===== src/rtl/btn_debounce_bank_pkg.sv =====
// -----------------------------------------------------------------------------
// btn_pkg
//   Shared definitions for the push-button conditioning bank.
//   - Button index constants (bit positions within btn_in / btn_level / btn_pulse)
//   - rep_state_t: per-channel auto-repeat state (used only when BTN_REPEAT_EN
//     is defined)
//   - cnt_width(): bit width needed for a counter that runs 0..n-1
// -----------------------------------------------------------------------------
package btn_pkg;

    localparam int BTN_U = 3;
    localparam int BTN_D = 2;
    localparam int BTN_L = 1;
    localparam int BTN_R = 0;

    typedef enum logic [1:0] {
        IDLE   = 2'd0,
        HELD   = 2'd1,
        REPEAT = 2'd2
    } rep_state_t;

    // Width of a counter holding 0..n-1; never narrower than one bit.
    function automatic int cnt_width(input int n);
        return (n <= 1) ? 1 : $clog2(n);
    endfunction

endpackage


===== src/rtl/btn_debounce_bank_if.sv =====
// -----------------------------------------------------------------------------
// btn_debounce_bank_if
//   Button bus between the raw-button source and the conditioning bank.
//   Signals:
//     btn_in     raw asynchronous buttons (bit3=U bit2=D bit1=L bit0=R)
//     btn_level  debounced level per button
//     btn_pulse  one-clk press pulse per button
//   Modports:
//     master  drives btn_in, observes the conditioned outputs
//     slave   the debounce bank
// -----------------------------------------------------------------------------
interface btn_debounce_bank_if #(
    parameter int N_BTN = 4
);
    logic [N_BTN-1:0] btn_in;
    logic [N_BTN-1:0] btn_level;
    logic [N_BTN-1:0] btn_pulse;

    modport master (output btn_in,  input  btn_level, input  btn_pulse);
    modport slave  (input  btn_in,  output btn_level, output btn_pulse);
endinterface


===== src/rtl/btn_debounce_bank_ch.sv =====
// -----------------------------------------------------------------------------
// btn_debounce_ch
//   One button channel: 2-FF synchroniser, DB_SAMPLES-deep sample shift
//   register clocked by the shared tick, debounced level and registered
//   press pulse.
//   Optional feature (macro BTN_REPEAT_EN): IDLE/HELD/REPEAT auto-repeat FSM
//   that adds tick-aligned pulses while the button stays held. Without the
//   macro exactly one pulse is produced per debounced press.
// Ports:
//   clk      system clock
//   rst      asynchronous reset, active-low
//   i_tick   shared one-clk sample strobe
//   i_btn    raw asynchronous button
//   o_level  debounced level
//   o_pulse  one-clk pulse, coincident with the level's first high clk
// Requires DB_SAMPLES >= 2.
// -----------------------------------------------------------------------------
module btn_debounce_ch
    import btn_pkg::*;
#(
    parameter int DB_SAMPLES         = 8
`ifdef BTN_REPEAT_EN
   ,parameter int REPEAT_DELAY_TICKS = 500
   ,parameter int REPEAT_RATE_TICKS  = 100
`endif
) (
    input  logic clk,
    input  logic rst,
    input  logic i_tick,
    input  logic i_btn,
    output logic o_level,
    output logic o_pulse
);

    logic [1:0]            r_sync;
    logic [DB_SAMPLES-1:0] r_shift;
    logic                  r_level;
    logic                  r_pulse;

    logic w_all_ones;
    logic w_all_zeros;
    logic w_rise;
    logic w_pulse_next;

    // The level decision looks at the samples already held, so the tick that
    // qualifies the level is the one after the DB_SAMPLES-th equal sample.
    assign w_all_ones  = &r_shift;
    assign w_all_zeros = ~|r_shift;
    assign w_rise      = i_tick & w_all_ones & ~r_level;

    always_ff @(posedge clk or negedge rst) begin
        if (!rst) begin
            r_sync  <= '0;
            r_shift <= '0;
            r_level <= 1'b0;
            r_pulse <= 1'b0;
        end else begin
            r_sync  <= {r_sync[0], i_btn};
            r_pulse <= w_pulse_next;
            if (i_tick) begin
                r_shift <= {r_shift[DB_SAMPLES-2:0], r_sync[1]};
                if (w_all_ones) begin
                    r_level <= 1'b1;
                end else if (w_all_zeros) begin
                    r_level <= 1'b0;
                end
            end
        end
    end

`ifdef BTN_REPEAT_EN
    localparam int RC_MAX = (REPEAT_DELAY_TICKS > REPEAT_RATE_TICKS) ?
                            REPEAT_DELAY_TICKS : REPEAT_RATE_TICKS;
    localparam int RC_W   = cnt_width(RC_MAX);

    rep_state_t      r_state;
    rep_state_t      w_state_next;
    logic [RC_W-1:0] r_rc;
    logic [RC_W-1:0] w_rc_next;
    logic            w_fall;

    assign w_fall = i_tick & w_all_zeros & r_level;

    always_ff @(posedge clk or negedge rst) begin
        if (!rst) begin
            r_state <= IDLE;
            r_rc    <= '0;
        end else begin
            r_state <= w_state_next;
            r_rc    <= w_rc_next;
        end
    end

    // rc counts ticks since the last pulse; a release always wins over a
    // repeat that would land on the same tick.
    always_comb begin
        w_state_next = r_state;
        w_rc_next    = r_rc;
        w_pulse_next = 1'b0;
        if (w_fall) begin
            w_state_next = IDLE;
            w_rc_next    = '0;
        end else begin
            case (r_state)
                IDLE: begin
                    if (w_rise) begin
                        w_state_next = HELD;
                        w_rc_next    = '0;
                        w_pulse_next = 1'b1;
                    end
                end
                HELD: begin
                    if (i_tick) begin
                        if (r_rc == RC_W'(REPEAT_DELAY_TICKS - 1)) begin
                            w_state_next = REPEAT;
                            w_rc_next    = '0;
                            w_pulse_next = 1'b1;
                        end else begin
                            w_rc_next = r_rc + RC_W'(1);
                        end
                    end
                end
                REPEAT: begin
                    if (i_tick) begin
                        if (r_rc == RC_W'(REPEAT_RATE_TICKS - 1)) begin
                            w_rc_next    = '0;
                            w_pulse_next = 1'b1;
                        end else begin
                            w_rc_next = r_rc + RC_W'(1);
                        end
                    end
                end
                default: begin
                    w_state_next = IDLE;
                    w_rc_next    = '0;
                end
            endcase
        end
    end
`else
    assign w_pulse_next = w_rise;
`endif

    assign o_level = r_level;
    assign o_pulse = r_pulse;

endmodule


===== src/rtl/btn_debounce_bank.sv =====
// -----------------------------------------------------------------------------
// btn_debounce_bank
//   Conditions N_BTN raw push-buttons for the watch/stopwatch top. A single
//   free-running tick generator (period CLK_HZ/SAMPLE_HZ clk) is shared by all
//   channels; each channel synchronises, debounces and edge-detects its bit.
//   btn_pulse drives btnU/btnD/btnL/btnR of top_watch_stopwatch.
//   Optional feature (macro BTN_REPEAT_EN): per-channel auto-repeat with
//   REPEAT_DELAY_TICKS / REPEAT_RATE_TICKS parameters.
// Ports:
//   clk   system clock
//   rst   asynchronous reset, active-low
//   bus   btn_debounce_bank_if.slave: btn_in (raw), btn_level, btn_pulse
// -----------------------------------------------------------------------------
module btn_debounce_bank
    import btn_pkg::*;
#(
    parameter int N_BTN              = 4,
    parameter int CLK_HZ             = 100_000_000,
    parameter int SAMPLE_HZ          = 1_000,
    parameter int DB_SAMPLES         = 8
`ifdef BTN_REPEAT_EN
   ,parameter int REPEAT_DELAY_TICKS = 500
   ,parameter int REPEAT_RATE_TICKS  = 100
`endif
) (
    input  logic                  clk,
    input  logic                  rst,
    btn_debounce_bank_if.slave    bus
);

    localparam int TICK_DIV = CLK_HZ / SAMPLE_HZ;
    localparam int TICK_W   = cnt_width(TICK_DIV);

    logic [TICK_W-1:0] r_tick_cnt;
    logic              w_tick;
    logic [N_BTN-1:0]  w_level;
    logic [N_BTN-1:0]  w_pulse;

    assign w_tick = (r_tick_cnt == TICK_W'(TICK_DIV - 1));

    always_ff @(posedge clk or negedge rst) begin
        if (!rst) begin
            r_tick_cnt <= '0;
        end else if (w_tick) begin
            r_tick_cnt <= '0;
        end else begin
            r_tick_cnt <= r_tick_cnt + TICK_W'(1);
        end
    end

    generate
        for (genvar gi = 0; gi < N_BTN; gi++) begin : g_ch
            btn_debounce_ch #(
                .DB_SAMPLES         (DB_SAMPLES)
`ifdef BTN_REPEAT_EN
               ,.REPEAT_DELAY_TICKS (REPEAT_DELAY_TICKS)
               ,.REPEAT_RATE_TICKS  (REPEAT_RATE_TICKS)
`endif
            ) u_ch (
                .clk     (clk),
                .rst     (rst),
                .i_tick  (w_tick),
                .i_btn   (bus.btn_in[gi]),
                .o_level (w_level[gi]),
                .o_pulse (w_pulse[gi])
            );
        end
    endgenerate

    assign bus.btn_level = w_level;
    assign bus.btn_pulse = w_pulse;

endmodule


===== src/flat_wrapper.sv =====
// flat-port wrapper written by rule: the top's interface ports become plain ports
module btn_debounce_bank_flat import btn_pkg::*;
#(
    parameter int N_BTN              = 4,
    parameter int CLK_HZ             = 100_000_000,
    parameter int SAMPLE_HZ          = 1_000,
    parameter int DB_SAMPLES         = 8

)
  (clk, rst, bus_btn_in, bus_btn_level, bus_btn_pulse);
  btn_debounce_bank_if #(.N_BTN(N_BTN)) bus_i ();
  input  logic clk;
  input  logic rst;
  input wire logic [$bits(bus_i.btn_in)-1:0] bus_btn_in;
  output wire logic [$bits(bus_i.btn_level)-1:0] bus_btn_level;
  output wire logic [$bits(bus_i.btn_pulse)-1:0] bus_btn_pulse;
  assign bus_i.btn_in = bus_btn_in;
  assign bus_btn_level = bus_i.btn_level;
  assign bus_btn_pulse = bus_i.btn_pulse;
  btn_debounce_bank #(.N_BTN(N_BTN), .CLK_HZ(CLK_HZ), .SAMPLE_HZ(SAMPLE_HZ), .DB_SAMPLES(DB_SAMPLES)) u_core (.clk(clk), .rst(rst), .bus(bus_i));
endmodule

===== config.mk =====
export PLATFORM = sky130hd
export DESIGN_NAME = btn_debounce_bank_flat
export DESIGN_NICKNAME = d
export VERILOG_FILES = /design/src/rtl/btn_debounce_bank_pkg.sv /design/src/rtl/btn_debounce_bank_if.sv /design/src/rtl/btn_debounce_bank_ch.sv /design/src/rtl/btn_debounce_bank.sv /design/src/flat_wrapper.sv
export SDC_FILE = /design/constraint.sdc
export NUM_CORES = 1
export LEC_CHECK = 0
export ABC_AREA = 1
export CORE_MARGIN = 10
export CORE_UTILIZATION = 30
export CTS_CLUSTER_SIZE = 40
export DETAILED_ROUTE_END_ITERATION = 10
export SLEW_MARGIN = 20
export SYNTH_ARGS = -nofsm -noshare
export SYNTH_HDL_FRONTEND = slang
export SYNTH_HIERARCHICAL = 1
export SYNTH_SLANG_ARGS = --single-unit

===== constraint.sdc =====
create_clock -name clk -period 3.7 [get_ports clk]
set_input_delay 0.555 -clock clk [delete_from_list [all_inputs] [get_ports clk]]
set_output_delay 0.555 -clock clk [all_outputs]
set_load 0.03 [all_outputs]

==> impl_metrics.py, run 1 <==
metrics = {
    "outcome": {
        "outcome": "completed",
    },
    "sta": {
        "hold_viol": 0,
        "worst_slew_pin_slew_ps": 876,
        "period_needed_ps": 2300,
        "rsz0062_at_grt": "no",
        "fmax_mhz": 436,
        "finalClockSkew_ps": 6.24,
        "relSlewSlack": 0.415,
        "finalSetupTns_ps": 0,
        "setup_viol": 0,
        "drv_slew": 0,
        "fin_crit_sh": 0.620,
    },
    "floorplan": {
        "die_h_um": 117,
        "rows": 35,
        "core_mm2": 0.00924,
        "ios": 14,
        "start_util": 0.307,
        "die_area_mm2": 0.0138,
        "die_w_um": 117,
    },
    "detailed_routing": {
        "totalWireLength_um": 4970,
        "avgRoutedWirePerCell_um": 9.97,
        "drcViolationCount": 0,
        "routed_via_density": 4.19,
        "drtAntennaViolNets": 0,
        "vias": 2087,
        "drtIter0Drc": 102,
        "firstDrtPassIters": 6,
    },
    "synth": {
        "yosysWarnings": 6,
        "ys_ff_latch": 65,
        "ys_seq_area_frac": 0.573,
        "ys_async_sr_fraction": 1.00,
        "yosysUniqueCellTypes": 19,
        "synth-compound-area-share": 0.0683,
        "synth_edf_count": 0,
        "syn-cell-area_mm2": 0.00284,
        "synth_most_common_cell": "nand2_1",
        "dominantRegCellSynth": "dfrtp_1",
        "synthTopCellsByCount": "nand2_1, dfrtp_1, inv_1, nor2_1, o21ai_0",
        "yosysTopAreaCell": "dfrtp_1",
        "synthCells": 342,
        "synth_xor_area_frac": 0.0154,
        "synth_top_family_by_area": "simple AND/OR/NAND/NOR gates",
        "synthAdderAreaFrac": 0.00441,
        "synthMuxAreaShare": 0,
        "yosys-top-cells-area": "dfrtp_1, nand2_1, inv_1",
        "synthSimpleGateAreaFrac": 0.253,
        "netlist.area_leader.share": 0.573,
        "synth_area_per_cell_um2": 8.30,
        "syn_nets": 349,
    },
    "critical_path": {
        "crit_type": "flip-flop to flip-flop",
        "endpoint": "u_core/g_ch[1].u_ch/o_pulse",
        "reg2reg_depth": 11,
        "cp.required_ps": 3960,
        "cpPeakStageDelay_ps": 660,
        "arrival_ps": 2560,
        "path_cells": "ha_1, nand2_2, inv_1, nand2_1, nor2_1, nand2_2, inv_2, nand2_1, nor2_1, nand2_1, nor2_1",
        "worstSetupStartpoint": "u_core/r_tick_cnt[0]",
        "cp-start-kind": "flip-flop",
        "cpMaxStageDelayCell": "inv_2",
        "r2r_slack_ps": 1400,
        "r2r_start": "u_core/r_tick_cnt[0]",
        "r2r-end": "u_core/g_ch[1].u_ch/o_pulse",
        "worstPathMaxFanout": 65,
        "worst_setup_path_end_kind": "flip-flop",
    },
    "grt": {
        "antenna_found_initial": 0,
        "grt_pass1_vias": 2093,
        "grt_first_pass_wirelength_um": 8990,
        "grt_max_degree": 66,
        "overflow": 0,
        "track_usage": 0.0770,
    },
    "clock_tree": {
        "clkTransAtPathRegs_ps": 70,
        "worstSkewPairLatency_ps": 330,
        "numCtsBuffers": 9,
        "htree_levels": 3,
        "cts_root_buffer": "clkbuf_8",
        "cts_tree": "yes",
        "clk_path_buf_depth": 2,
        "cts_resized": 0,
        "postCtsSetupBuffers": 0,
        "cts_hold_buffers": 0,
        "cts_num_sinks": 65,
    },
    "final_layout": {
        "drive_gt1_frac": 0.0867,
        "diodes": 0,
        "layout.nets": 372,
        "area_growth_pct": 16.7,
    },
    "placement": {
        "io_buffers": 13,
        "post-dp-hpwl_um": 3490,
        "gp_congestion": 0.830,
    },
    "power": {
        "pwr_density_cell_mw_per_mm2": 402,
        "peakVddDrop_uv": 224,
        "p_total_w": 0.00133,
        "p_leak_nw": 1.64,
    },
    "run": {
        "cap_violations": 0,
    },
    "hold_path": {
        "min_path_type": "input pin to async pin",
    },
}
registers in the layout (all words and copies together), names as in the netlist:
signal,cells
u_core/g_ch.u_ch/o_level,4
u_core/r_tick_cnt,17
u_core/g_ch.u_ch/r_shift,32
u_core/g_ch.u_ch/r_sync,8
u_core/g_ch.u_ch/o_pulse,4
power breakdown:
part           total (W)  leakage [nW]  internal, W  switching (W)
registers       0.000716         0.875     0.000715     0.00000117
clock network   0.000597         0.102     0.000342       0.000255
logic          0.0000192         0.665   0.00000535      0.0000138
total            0.00133          1.64      0.00106       0.000270
worst min-delay path by stage:
stage	endpoint	from	cells past startpoint	slack, ps
after floorplan	u_core/g_ch[0].u_ch/o_level	rst	0	260
after global placement	u_core/g_ch[0].u_ch/r_sync[1]	u_core/g_ch[0].u_ch/r_sync[0]	0	330
after detailed placement	u_core/g_ch[0].u_ch/r_sync[1]	u_core/g_ch[0].u_ch/r_sync[0]	0	330
after CTS	u_core/r_tick_cnt[10]	rst	1	210
after global routing	u_core/g_ch[2].u_ch/r_shift[6]	rst	1	240
final	u_core/r_tick_cnt[10]	rst	1	200
per-stage QoR:
step           std cells   util  setup WS (ps)  area (um2)  hold WS [ps]
3_3_place_gp         483  0.338           1530        3120           333
5_1_grt              498  0.359           1150        3310           236
3_5_place_dp         483  0.338           1410        3120           335
6_report             498  0.359           1400        3310           200
4_1_cts              498  0.359           1410        3310           208
2_1_floorplan        342      -           2010        2840           259
cells by family after synthesis:
kind of cell | Yosys count
and+or+nand+nor | 173
DFF | 65
buffers and inverters | 61
AOI/OAI and AO/OA | 37
xor gates and xnor gates | 5
adders and majority gates | 1
placed cells by master, fill, tap and decap left out, types with 6 or more instances in the layout:
| cell | instances |
|---|---|
| dfrtp_1 | 65 |
| nand4_1 | 6 |
| nor2_1 | 43 |
| clkdlybuf4s50_1 | 12 |
| nor2_2 | 6 |
| o21ai_0 | 32 |
| inv_1 | 56 |
| nand3_1 | 12 |
| nand2_1 | 95 |
| clkbuf_8 | 11 |
metal layers:
| metal | share of wire | vias to the layer above | GRT usage |
|---|---|---|---|
| met4 | 0.012 | 0 | 0.0321 |
| met5 | 0 | - | 0 |
| met1 | 0.51 | 973 | 0.0939 |
| met2 | 0.45 | 17 | 0.118 |
| met3 | 0.031 | 6 | 0.0302 |
| li1 | - | 1091 | - |
worst max-delay path: cells and delay by family, from the launching register on:
| family | cells | cell delay (ps) |
|---|---|---|
| and+or+nand+nor | 8 | 840 |
| buffers and inverters | 2 | 740 |
| DFF | 1 | 410 |
| adders and majority gates | 1 | 230 |
cell type report:
type                    instances  area, um2
fillers                       942       5930
multi-input cells             216        970
clock inverters                 3       40.0
inverters                      57        214
repair buffers                 16        148
flip-flops and latches         65       1630
well taps                     129        161
clock buffers                  12        155
Note: power is estimated with default switching activity, not from simulation.
==> inputs of run 2 (changes only) <==
clock period = 2.4 ns   (was 3.7 ns; I/O delays follow)
==> run 2 against run 1 <==
Against the previous run:
- die area is the same
- sequential cell count is the same
- global-route usage about the same
- count of clock-buffer cells in the layout unchanged
- critical path type unchanged
- largest cell class unchanged
==> impl_metrics.py, run 2 (synthesis gave the netlist of run 1 again) <==
metrics = {
    "grt": {
        "grt_first_pass_wirelength_um": 9030,
        "overflow": 0,
        "met3_usage": 0.0230,
        "top_usage_layer": "met2",
        "antenna_found_initial": 0,
        "grt_max_degree": 42,
        "grt_pass1_vias": 2052,
        "track_usage": 0.0773,
        "grt_use_met2": 0.115,
        "grtUsageMet1": 0.0985,
    },
    "critical_path": {
        "crit_buf_inv": 3,
        "cpMaxStageDelayCell": "dfrtp_1",
        "cpMostUsedCell": "nand2_2",
        "path_cells": "ha_1, nand2_2, inv_1, nand2_1, nor2_1, nand2_2, inv_2, buf_4, o21ai_0",
        "arrival_ps": 2170,
        "cp-start-kind": "flip-flop",
        "cpPeakStageDelay_ps": 400,
        "crit_type": "flip-flop to flip-flop",
        "path_delay_family": "buffers and inverters",
        "r2r_slack_ps": 430,
        "worstPathMaxFanout": 34,
        "cp.required_ps": 2600,
        "worst_setup_path_end_kind": "flip-flop",
    },
    "power": {
        "peakVddDrop_uv": 300,
        "p_leak_nw": 1.66,
        "pwr_density_cell_mw_per_mm2": 631,
        "p_total_w": 0.00212,
    },
    "final_layout": {
        "largestRegisters": "u_core/g_ch.u_ch/r_shift: 32 flops, u_core/r_tick_cnt: 17 flops, u_core/g_ch.u_ch/r_sync: 8 flops",
        "num-fill-cells": 938,
        "utilization": 0.363,
        "layout.nets": 374,
        "drive_gt1_frac": 0.0889,
        "final_common_cell": "nand2_1",
        "largest_reg_flops": 32,
        "fin_cells": 500,
        "area_growth_pct": 18.2,
        "final_area_mm2": 0.00336,
        "final_cell_mix": "nand2_1, dfrtp_1, inv_1, nor2_1, o21ai_0",
        "diodes": 0,
        "regMostFlops": "u_core/g_ch.u_ch/r_shift",
    },
    "detailed_routing": {
        "drtIter0Drc": 81,
        "vias": 2053,
        "drcViolationCount": 0,
        "drtAntennaViolNets": 0,
        "routed_via_density": 4.11,
        "totalWireLength_um": 4850,
        "firstDrtPassIters": 4,
        "avgRoutedWirePerCell_um": 9.70,
    },
    "sta": {
        "drv_slew": 0,
        "relSlewSlack": 0.594,
        "fmax_mhz": 508,
        "worst_slew_pin_slew_ps": 609,
        "finalClockSkew_ps": 8.52,
        "fin_crit_sh": 0.820,
        "setup_viol": 0,
        "hold_viol": 0,
        "period_needed_ps": 1970,
        "finalSetupTns_ps": 0,
        "rsz0062_at_grt": "no",
    },
    "clock_tree": {
        "cts_root_buffer": "clkbuf_8",
        "postCtsSetupBuffers": 0,
        "worstSkewPairLatency_ps": 330,
        "htree_levels": 3,
        "cts_tree": "yes",
        "clkTransAtPathRegs_ps": 70,
        "cts_hold_buffers": 0,
        "cts_num_sinks": 65,
        "cts_resized": 0,
        "clk_path_buf_depth": 2,
        "numCtsBuffers": 9,
    },
    "placement": {
        "gp_congestion": 0.794,
        "io_buffers": 13,
        "post-dp-hpwl_um": 3490,
        "postPlaceCellArea_mm2": 0.00315,
        "dp_cells": 485,
    },
    "floorplan": {
        "start_util": 0.307,
        "die_h_um": 117,
        "rows": 35,
        "ios": 14,
        "die_w_um": 117,
        "die_area_mm2": 0.0138,
        "core_mm2": 0.00924,
    },
    "outcome": {
        "outcome": "completed",
    },
    "hold_path": {
        "min_path_type": "input pin to async pin",
    },
    "run": {
        "cap_violations": 0,
    },
}
## run 2: cell types whose count changed in the layout (fill, tap and decap cells not counted)
cell | previous run | this run
clkinv_2 | 2 | 1
clkbuf_8 | 11 | 10
bufinv_16 | 1 | 2
clkbuf_1 | 1 | 2
buf_4 | 3 | 4
buf_12 | 0 | 1
## run 2: final timing paths
| kind | end | startpoint | cells past startpoint |
|---|---|---|---|
| setup / recovery | u_core/g_ch[1].u_ch/r_shift[0] | u_core/r_tick_cnt[0] | 9 |
| hold / removal | u_core/r_tick_cnt[8] | rst | 1 |
| setup reg to reg | u_core/g_ch[1].u_ch/r_shift[0] | u_core/r_tick_cnt[0] | 9 |
| hold reg to reg | u_core/g_ch[0].u_ch/r_sync[1] | u_core/g_ch[0].u_ch/r_sync[0] | 0 |
| max in group asynchronous | u_core/g_ch[1].u_ch/r_shift[5] | rst | 2 |
| min in group clk | u_core/g_ch[0].u_ch/r_sync[1] | u_core/g_ch[0].u_ch/r_sync[0] | 0 |
## run 2: layout make-up
class                   instances  area (um2)  area share
flip-flops and latches         65        1630       0.485
clock inverters                 3        65.1      0.0194
multi-input cells             216         970       0.289
repair buffers                 18         175      0.0522
well taps                     129         161      0.0481
clock buffers                  12         145      0.0432
inverters                      57         214      0.0637
## run 2: report_power, final
part | total [W] | switching, W | internal (W)
combinational | 0.0000313 | 0.0000218 | 0.00000947
clock | 0.000984 | 0.000378 | 0.000607
sequential | 0.00110 | 0.00000173 | 0.00110
## run 2: routing by layer
metal | up-vias | wire, um
met2 | 19 | 2140
met3 | 7 | 143
met5 | - | 0
met4 | 0 | 70
li1 | 1093 | -
met1 | 934 | 2500
## run 2: per-stage QoR
| stage | hold slack, ps | worst slack [ps] |
|---|---|---|
| floorplan | 64.4 | 711 |
| global placement | 332 | 511 |
| detailed placement | 336 | 416 |
| CTS | 35.1 | 411 |
| global route | 70.4 | 155 |
| finish | 33.4 | 432 |
